--- src/rtl/bkm_data_step_driver_pkg.sv ---
// Shared definitions for the bkm_data_step stimulus driver: digit codes and FSM states.
package bkm_data_step_driver_pkg;

  localparam logic [1:0] CSD_ZERO = 2'b00;
  localparam logic [1:0] CSD_POS  = 2'b01;
  localparam logic [1:0] CSD_NEG  = 2'b10;

  typedef enum logic [1:0] {
    ST_IDLE,
    ST_CONV,
    ST_VALID
  } state_t;

endpackage

--- src/rtl/bkm_data_step_driver_bin2naf_step.sv ---
// One LSB-first NAF digit step: picks the digit for the current residue and
// returns (v - d) >>> 1 as the next residue.
module bin2naf_step
  import bkm_data_step_driver_pkg::*;
#(
  parameter int W = 64
) (
  input  logic [W:0] v,
  output logic [1:0] digit,
  output logic [W:0] v_next
);

  localparam logic [W:0] ONE = (W+1)'(1);

  logic [W:0] adj;

  // NOTE: every output of a combinational block gets a default first, so no path can infer a latch.
  always_comb begin
    digit = CSD_ZERO;
    adj   = v;
    if (v[0]) begin
      if (v[1]) begin
        digit = CSD_NEG;
        adj   = v + ONE;
      end else begin
        digit = CSD_POS;
        adj   = {v[W:1], 1'b0};
      end
    end
    // adj is even here, so the arithmetic shift drops no information.
    v_next = {adj[W], adj[W:1]};
  end

endmodule

--- src/rtl/bkm_data_step_driver.sv ---
// Stimulus driver: accepts binary operand pairs, converts them digit-serially
// to NAF and presents the CSD pair on a valid/ready port.
module bkm_data_step_driver
  import bkm_data_step_driver_pkg::*;
#(
  parameter int W     = 64,
  parameter int CNT_W = 16
) (
  input  logic             clk,
  input  logic             arst_n,
  input  logic             srst,
  input  logic             enable,
  input  logic             in_valid,
  output logic             in_ready,
  input  logic [W-1:0]     X_n,
  input  logic [W-1:0]     Y_n,
  output logic             out_valid,
  input  logic             out_ready,
  output logic [2*W-1:0]   X_n_csd,
  output logic [2*W-1:0]   Y_n_csd,
  output logic [CNT_W-1:0] vec_cnt
);

  localparam int               DC_W       = $clog2(W+1);
  localparam logic [DC_W-1:0]  LAST_DIGIT = DC_W'(W-1);

  state_t             state_q, state_d;
  logic [DC_W-1:0]    dcnt_q, dcnt_d;
  logic [W:0]         xv_q, xv_d, yv_q, yv_d;
  logic [2*W-1:0]     xs_q, xs_d, ys_q, ys_d;
  logic [2*W-1:0]     x_csd_q, x_csd_d, y_csd_q, y_csd_d;
  logic [CNT_W-1:0]   vec_cnt_q, vec_cnt_d;

  logic [1:0]         x_dig, y_dig;
  logic [W:0]         x_vnext, y_vnext;

  bin2naf_step #(.W(W)) u_step_x (.v(xv_q), .digit(x_dig), .v_next(x_vnext));
  bin2naf_step #(.W(W)) u_step_y (.v(yv_q), .digit(y_dig), .v_next(y_vnext));

  assign in_ready  = enable && (state_q == ST_IDLE);
  assign out_valid = (state_q == ST_VALID);
  assign X_n_csd   = x_csd_q;
  assign Y_n_csd   = y_csd_q;
  assign vec_cnt   = vec_cnt_q;

  always_comb begin
    state_d   = state_q;
    dcnt_d    = dcnt_q;
    xv_d      = xv_q;
    yv_d      = yv_q;
    xs_d      = xs_q;
    ys_d      = ys_q;
    x_csd_d   = x_csd_q;
    y_csd_d   = y_csd_q;
    vec_cnt_d = vec_cnt_q;

    if (srst) begin
      state_d   = ST_IDLE;
      dcnt_d    = '0;
      xv_d      = '0;
      yv_d      = '0;
      xs_d      = '0;
      ys_d      = '0;
      x_csd_d   = '0;
      y_csd_d   = '0;
      vec_cnt_d = '0;
    end else if (enable) begin
      unique case (state_q)
        ST_IDLE: begin
          if (in_valid) begin
            xv_d    = {X_n[W-1], X_n};
            yv_d    = {Y_n[W-1], Y_n};
            dcnt_d  = '0;
            xs_d    = '0;
            ys_d    = '0;
            state_d = ST_CONV;
          end
        end
        ST_CONV: begin
          xv_d   = x_vnext;
          yv_d   = y_vnext;
          xs_d   = {x_dig, xs_q[2*W-1:2]};
          ys_d   = {y_dig, ys_q[2*W-1:2]};
          dcnt_d = dcnt_q + DC_W'(1);
          // The final digit goes straight into the output copy.
          if (dcnt_q == LAST_DIGIT) begin
            x_csd_d = xs_d;
            y_csd_d = ys_d;
            state_d = ST_VALID;
          end
        end
        ST_VALID: begin
          if (out_ready) begin
            vec_cnt_d = vec_cnt_q + CNT_W'(1);
            state_d   = ST_IDLE;
          end
        end
        default: state_d = ST_IDLE;
      endcase
    end
  end

  // NOTE: sequential state uses non-blocking assignments so every flop samples pre-edge values.
  always_ff @(posedge clk or negedge arst_n) begin
    if (!arst_n) begin
      state_q   <= ST_IDLE;
      dcnt_q    <= '0;
      xv_q      <= '0;
      yv_q      <= '0;
      xs_q      <= '0;
      ys_q      <= '0;
      x_csd_q   <= '0;
      y_csd_q   <= '0;
      vec_cnt_q <= '0;
    end else begin
      state_q   <= state_d;
      dcnt_q    <= dcnt_d;
      xv_q      <= xv_d;
      yv_q      <= yv_d;
      xs_q      <= xs_d;
      ys_q      <= ys_d;
      x_csd_q   <= x_csd_d;
      y_csd_q   <= y_csd_d;
      vec_cnt_q <= vec_cnt_d;
    end
  end

`ifndef SYNTHESIS
  // A W-bit signed operand always fits in W NAF digits; leftover residue means broken conversion.
  always @(posedge clk) begin
    if (arst_n && !srst && enable && state_q == ST_CONV && dcnt_q == LAST_DIGIT &&
        (x_vnext != '0 || y_vnext != '0)) begin
      $error("bkm_data_step_driver: nonzero NAF residue x=%h y=%h", x_vnext, y_vnext);
    end
  end
`endif

endmodule

--- config.mk ---
export PLATFORM = sky130hd
export DESIGN_NAME = bkm_data_step_driver
export DESIGN_NICKNAME = d
export VERILOG_FILES = /design/src/rtl/bkm_data_step_driver_pkg.sv /design/src/rtl/bkm_data_step_driver_bin2naf_step.sv /design/src/rtl/bkm_data_step_driver.sv
export SDC_FILE = /design/constraint.sdc
export NUM_CORES = 1
export LEC_CHECK = 0
export ABC_AREA = 1
export BUFFER_PORTS_ARGS = -buffer_cell sky130_fd_sc_hd__clkbuf_2
export CAP_MARGIN = 30
export CORE_UTILIZATION = 50
export DETAILED_ROUTE_END_ITERATION = 8
export HOLD_SLACK_MARGIN = 0.03
export PLACE_DENSITY = 0.69
export SLEW_MARGIN = 20
export SYNTH_ARGS = -nofsm -noshare
export SYNTH_HDL_FRONTEND = slang
export SYNTH_SLANG_ARGS = --single-unit
--- constraint.sdc ---
create_clock -name clk -period 2.16 [get_ports clk]
set_input_delay 0.108 -clock clk [delete_from_list [all_inputs] [get_ports clk]]
set_output_delay 0.108 -clock clk [all_outputs]
set_load 0.005 [all_outputs]
After elaboration in Yosys (flattened, before gate mapping)
Index checks and enable logic that the tools add are counted.

operators by class
  eq/ne operators = 6
  add/sub/neg operators = 4
  reductions and logical operators = 12
  mux-type cells = 45

operators with widths
  kind                   count
  $mux 128               13
  $mux 65                10
  $pmux 128 s2           2
  $pmux 65 s2            2
  $add 65x1->65 const B  2
  $mux 16                4
  $mux 7                 3
  $mux 2                 9
  $add 16x1->16 const B  1
  $pmux 7 s2             1
  $reduce_bool 2->1      5
  $reduce_and 3->1       3
  $add 7x1->7 const B    1
  $eq 7x6->1 const B     1
  $ne 3x3->1 const B     2
  $pmux 2 s3             1
  $reduce_and 4->1       1
  $ne 3x2->1 const B     1
  $reduce_bool 3->1      1
  $eq 2x1->1 const B     1
  $eq 2x2->1 const B     1
  $logic_not 2->1        1
  $logic_and 1x1->1      1

storage, ports and cells
  input port bits = 134
  output and inout port bits = 274
  flip-flop bits (word level) = 667

Logic depth before layout (Yosys ltp)
  depth after elaboration = 6
  gate-level depth with buffers = 11
  mapped depth without buffers = 11

Cells and area by module
A second synthesis with hierarchy kept.

unflattened totals
  cells, all modules = 3891
  area total of the unflattened synthesis = 31874.3 um2

modules (own cells, without submodules)
  module                times used  area an instance (um2)  seq. area each (um2)  cells an instance
  bkm_data_step_driver  1           27607.7                 16590.9               2919
  bin2naf_step          2           2133.3                  0.0                   486

Worst setup path after synthesis
No wires, ideal clock.

  kind = register to register
  from = reg state_q[1]
  to = reg yv_q[38]
  data required time = 2.032 ns
  clock period less this slack = 1.564 ns
  cell stages (with the launch flop) = 9
  arrival = 1.436 ns
  setup slack = 0.596 ns
  library setup time = 0.128 ns
  cells stage by stage = dfrtp_1 > nor2_2 > nand3_1 > o211ai_4 > buf_6 > buf_2 > nor2_1 > a21oi_1 > o21ai_0

between the ends
  word-level cells in the longest chain between the ends = 4
  elaborated cells on any way between the ends = 8

ends and longest elaborated chain
  what                                                  line                         text
  start: declaration                                    bkm_data_step_driver.sv:27   state_t state_q, state_d;
  start signal: assignment                              bkm_data_step_driver.sv:116  state_q <= state_d;
  $eq 2x1->1 / $logic_not 2->1 (equally long branches)  bkm_data_step_driver.sv:68   unique case (state_q)
  $pmux 65 s2                                           bkm_data_step_driver.sv:68
  $mux 65                                               bkm_data_step_driver.sv:67   end else if (enable) begin
  $mux 65                                               bkm_data_step_driver.sv:57   if (srst) begin
  end signal: assignment                                bkm_data_step_driver.sv:119  yv_q <= yv_d;
  end: declaration                                      bkm_data_step_driver.sv:29   logic [W:0] xv_q, xv_d, yv_q, yv_d;

Several ways; a longest one is shown, not always the timed one. The select of a mux whose other input is x is not followed.
A chain may end at the register's enable or synchronous reset.

Worst setup path after layout
  from = reg dcnt_q[3]
  to = reg y_csd_q[25], in the netlist Y_n_csd[25]

between the ends
  word-level cells in the longest chain between the ends = 3

ends and longest elaborated chain
  what                                line                         text
  start: declaration                  bkm_data_step_driver.sv:28   logic [DC_W-1:0] dcnt_q, dcnt_d;
  start signal: assignment            bkm_data_step_driver.sv:117  dcnt_q <= dcnt_d;
  $eq 7x6->1                          bkm_data_step_driver.sv:86   if (dcnt_q == LAST_DIGIT) begin
  $reduce_bool 2->1 (no source line)  n/a
  $reduce_and 3->1 (no source line)   n/a
  end signal: assignment              bkm_data_step_driver.sv:123  y_csd_q <= y_csd_d;
  end: declaration                    bkm_data_step_driver.sv:31   logic [2*W-1:0] x_csd_q, x_csd_d, y_csd_q, y_csd_d;

No other way between the ends.

==> metrics.txt <==
Routed Antenna Nets=0; Placed Cells=5246; Setup TNS Final=0 ns; worst hold start=srst; vias in the first global route=28300; Mapped Area=0.0327 mm2; clk_lat worst skew=0.63 ns; worst r2r dst=Y_n_csd[25]$_DFFE_PN0P_; area occupied by multi-input gates=0.0139 mm2; crit path launch=dcnt_q[3]$_DFFE_PN0P_; startpoint types=flip-flop; Max stage delay cell, worst path=dfrtp_1; clock period minus worst slack=2.00 ns; worst r2r path cells=8; synthesized flop and latch total=661; total power draw=29.9 mW; register area=0.0165 mm2; final layout net count=4735; Vias=30400; Max-cap violations=0; DRT Wirelength=99700 um; syn_area_per_cell=7.86 um2; top post-synthesis cells by count=1067 x nand2_1, 677 x nand3_1, 661 x dfrtp_1; Worst Hold End=Y_n_csd[127]$_DFFE_PN0P_; post-synth top area share=50.5%; top post-synthesis cells by area=dfrtp_1 51%, nand2_1 12%, nand3_1 10%; EDFF count, synth=0; Top delay family on crit path=simple AND/OR/NAND/NOR gates; Yosys top cell by area=dfrtp_1; Crit. End Element=flip-flop; pin count of the biggest net entering global routing=236; num rows=93; first-pass GRT wire length=158000 um; Main synth FF type=dfrtp_1; count leader, synth=nand2_1; Area Overhead vs Synth=20.9%; Clk pwr share=42.7%; Avg WL per Cell=18.1 um; Lkg Pwr=17.9 nW; flop2flop setup slack=0.16 ns; Rel. slew slack=34.7%; Async SR Flop Fraction=100%; post-synthesis sequential area ratio=50.5%; syn nets=4301; initial antenna violation count=2; I/O pin cnt=408; cells along the critical path=nand2_1 -> inv_1 -> nand4_1 -> nor2_1 -> nand3_4 -> buf_12 -> nand3_1 -> o21ai_0; DIE WIDTH=258 um; clk_skew=0.0227 ns; post-synthesis cell type count=50; worst min-delay path class=in -> reg; cell at the root of the clock tree=clkbuf_16; Setup CP Type=reg -> reg; Placeable Area=0.0646 mm2; FMAX=500 MHz; final hold vios=0; CTS max path bufs=3; unrepaired setup endpoints after global routing=false; # setup viols final=0; Pint=21.5 mW; status=finished, final reports clean; GRT overflow=0; share of layout cells above drive strength 1=14.6%; max incr delay on CP=0.37 ns; GPL Wtd Cong=1.00; CP required=2.62 ns; filler instances=5769; full die area=0.0665 mm2; power density over the cells=755 mW/mm2; number of synthesis warnings=0; TritonCTS Buffers=72; Net Sw Frac=27.9%; Comb pwr share=12.2%; CP arrival=2.46 ns; CTS sink count=661; residual DRC count=0; clk slew on worst S/H paths=0.06 ns; Worst Hold Depth=4; sequential power share=45.1%; GRT Overall Usage=29.7%; crit path buf inv count=2; Worst IR Drop VDD=714 uV; hold slack=0.0516 ns; Detailed Place HPWL=68400 um; Starting Density=50.7%; Mapped Cells=4165; total setup buffers inserted after CTS=0; part of the cycle the worst path needs=92.5%; fin cells=5507; Iter 0 DRT Violations=2915; CTS H-tree lvls=3; Die Y-Extent=258 um; RR Startpoint=dcnt_q[3]$_DFFE_PN0P_; max-slew violation count=0; CP max FO=192; TritonCTS clock tree=yes; Pre-Repair DR Iteration Count=6; count of input and output buffers=407; P_sw=8.35 mW; slew of the pin with the lowest slew margin=0.979 ns; Vias/cell=5.51
-- cells by family after synthesis --
family | share of synthesized area, %
flip-flops | 50.5
XOR/XNOR | 0.722
adder cells (fa/ha/maj) | 0.0764
AO/OA/AOI/OAI | 13.4
AND/OR/NAND/NOR | 28.3
buffers and inverters | 7.05
-- tightest hold or removal path, cell delays in order --
cell	delay [ns]
clkbuf_2	0.30
inv_16	0.07
nand3_1	0.09
nand2_1	0.05
-- power groups by stage --
stage / combinational (mW) / sequential, mW / clock, mW
3_5_place_dp: 3.39 / 13.7 / 0
6_report: 3.64 / 13.5 / 12.8
5_1_grt: 4.06 / 13.5 / 13.4
4_1_cts: 3.61 / 13.4 / 13.0
2_1_floorplan: 2.23 / 13.4 / 0
3_3_place_gp: 3.38 / 13.7 / 0
-- per-layer routing --
| layer | wire length (um) | GRT usage [%] | part of all wire, % | up-vias |
|---|---|---|---|---|
| met5 | 13 | 0 | 0.013 | - |
| met4 | 3610 | 11.1 | 3.6 | 2 |
| met3 | 6190 | 4.78 | 6.2 | 194 |
| met2 | 45700 | 45.2 | 46 | 981 |
| met1 | 44200 | 42.8 | 44 | 14400 |
| li1 | - | - | - | 14800 |
-- stage by stage --
| step | instance area (um2) | utilization [%] | worst slack, ns |
|---|---|---|---|
| 6_report | 39600 | 61.3 | 0.161 |
| 3_3_place_gp | 35700 | 55.3 | 0.251 |
| 5_1_grt | 39600 | 61.3 | 0.0173 |
| 4_1_cts | 39500 | 61.2 | 0.138 |
| 3_5_place_dp | 35700 | 55.3 | 0.136 |
| 2_1_floorplan | 32700 | - | 0.596 |
-- state kept, by name, indices dropped and copies added, names as in the netlist --
register	count
ys_q	126
vec_cnt	16
state_q	2
xv_q	64
X_n_csd	128
yv_q	64
xs_q	126
Y_n_csd	128
dcnt_q	7
-- how the worst max path moves through the flow --
stage               depth (start not counted)                      end
finish                                      8  Y_n_csd[25]$_DFFE_PN0P_
global route                                8     yv_q[55]$_DFFE_PN0P_
CTS                                         8  Y_n_csd[90]$_DFFE_PN0P_
detailed placement                          8  Y_n_csd[90]$_DFFE_PN0P_
global placement                            8     xv_q[58]$_DFFE_PN0P_
floorplan                                   8     yv_q[38]$_DFFE_PN0P_
-- what timing repair did --
| action | 4_1_cts | 5_1_grt |
|---|---|---|
| endpoints found under the setup margin | 0 | 3 |
| hold buffers | 133 | 0 |
| endpoints found under the hold margin | 796 | 0 |
| resized for setup | 0 | 2 |
-- cells in the final DEF, fill, tap and decap left out, types with 5 or more instances in the layout --
cell | Yosys | routed
nand2_1 | 1067 | 1067
nand3_1 | 677 | 676
dfrtp_1 | 661 | 661
clkbuf_2 | 0 | 406
o21ai_0 | 393 | 393
nor2_1 | 264 | 263
inv_1 | 245 | 245
a21oi_1 | 163 | 163
o21ai_1 | 153 | 153
dlygate4sd3_1 | 0 | 132
clkbuf_16 | 0 | 73
buf_4 | 7 | 61
nand4_1 | 45 | 45
buf_12 | 0 | 38
a22oi_1 | 35 | 35
a21boi_1 | 32 | 32
nor3_1 | 25 | 25
xor2_1 | 23 | 23
a2bb2oi_1 | 17 | 17
clkbuf_8 | 0 | 16
nor2_2 | 13 | 14
clkbuf_1 | 110 | 12
nor2_4 | 10 | 10
clkinv_2 | 1 | 10
nand2_2 | 8 | 8
nand2_4 | 5 | 5
bufinv_16 | 0 | 5
-- final cells by class --
class,instances,area share [%]
flip-flops and latches,661,41.8
multi-input cells,2972,35.1
repair buffers,640,11.7
clock buffers,101,5.29
well taps,855,2.70
inverters,252,2.44
clock inverters,25,0.933
diodes,1,0.00632
(Power assumes the default switching activity.)
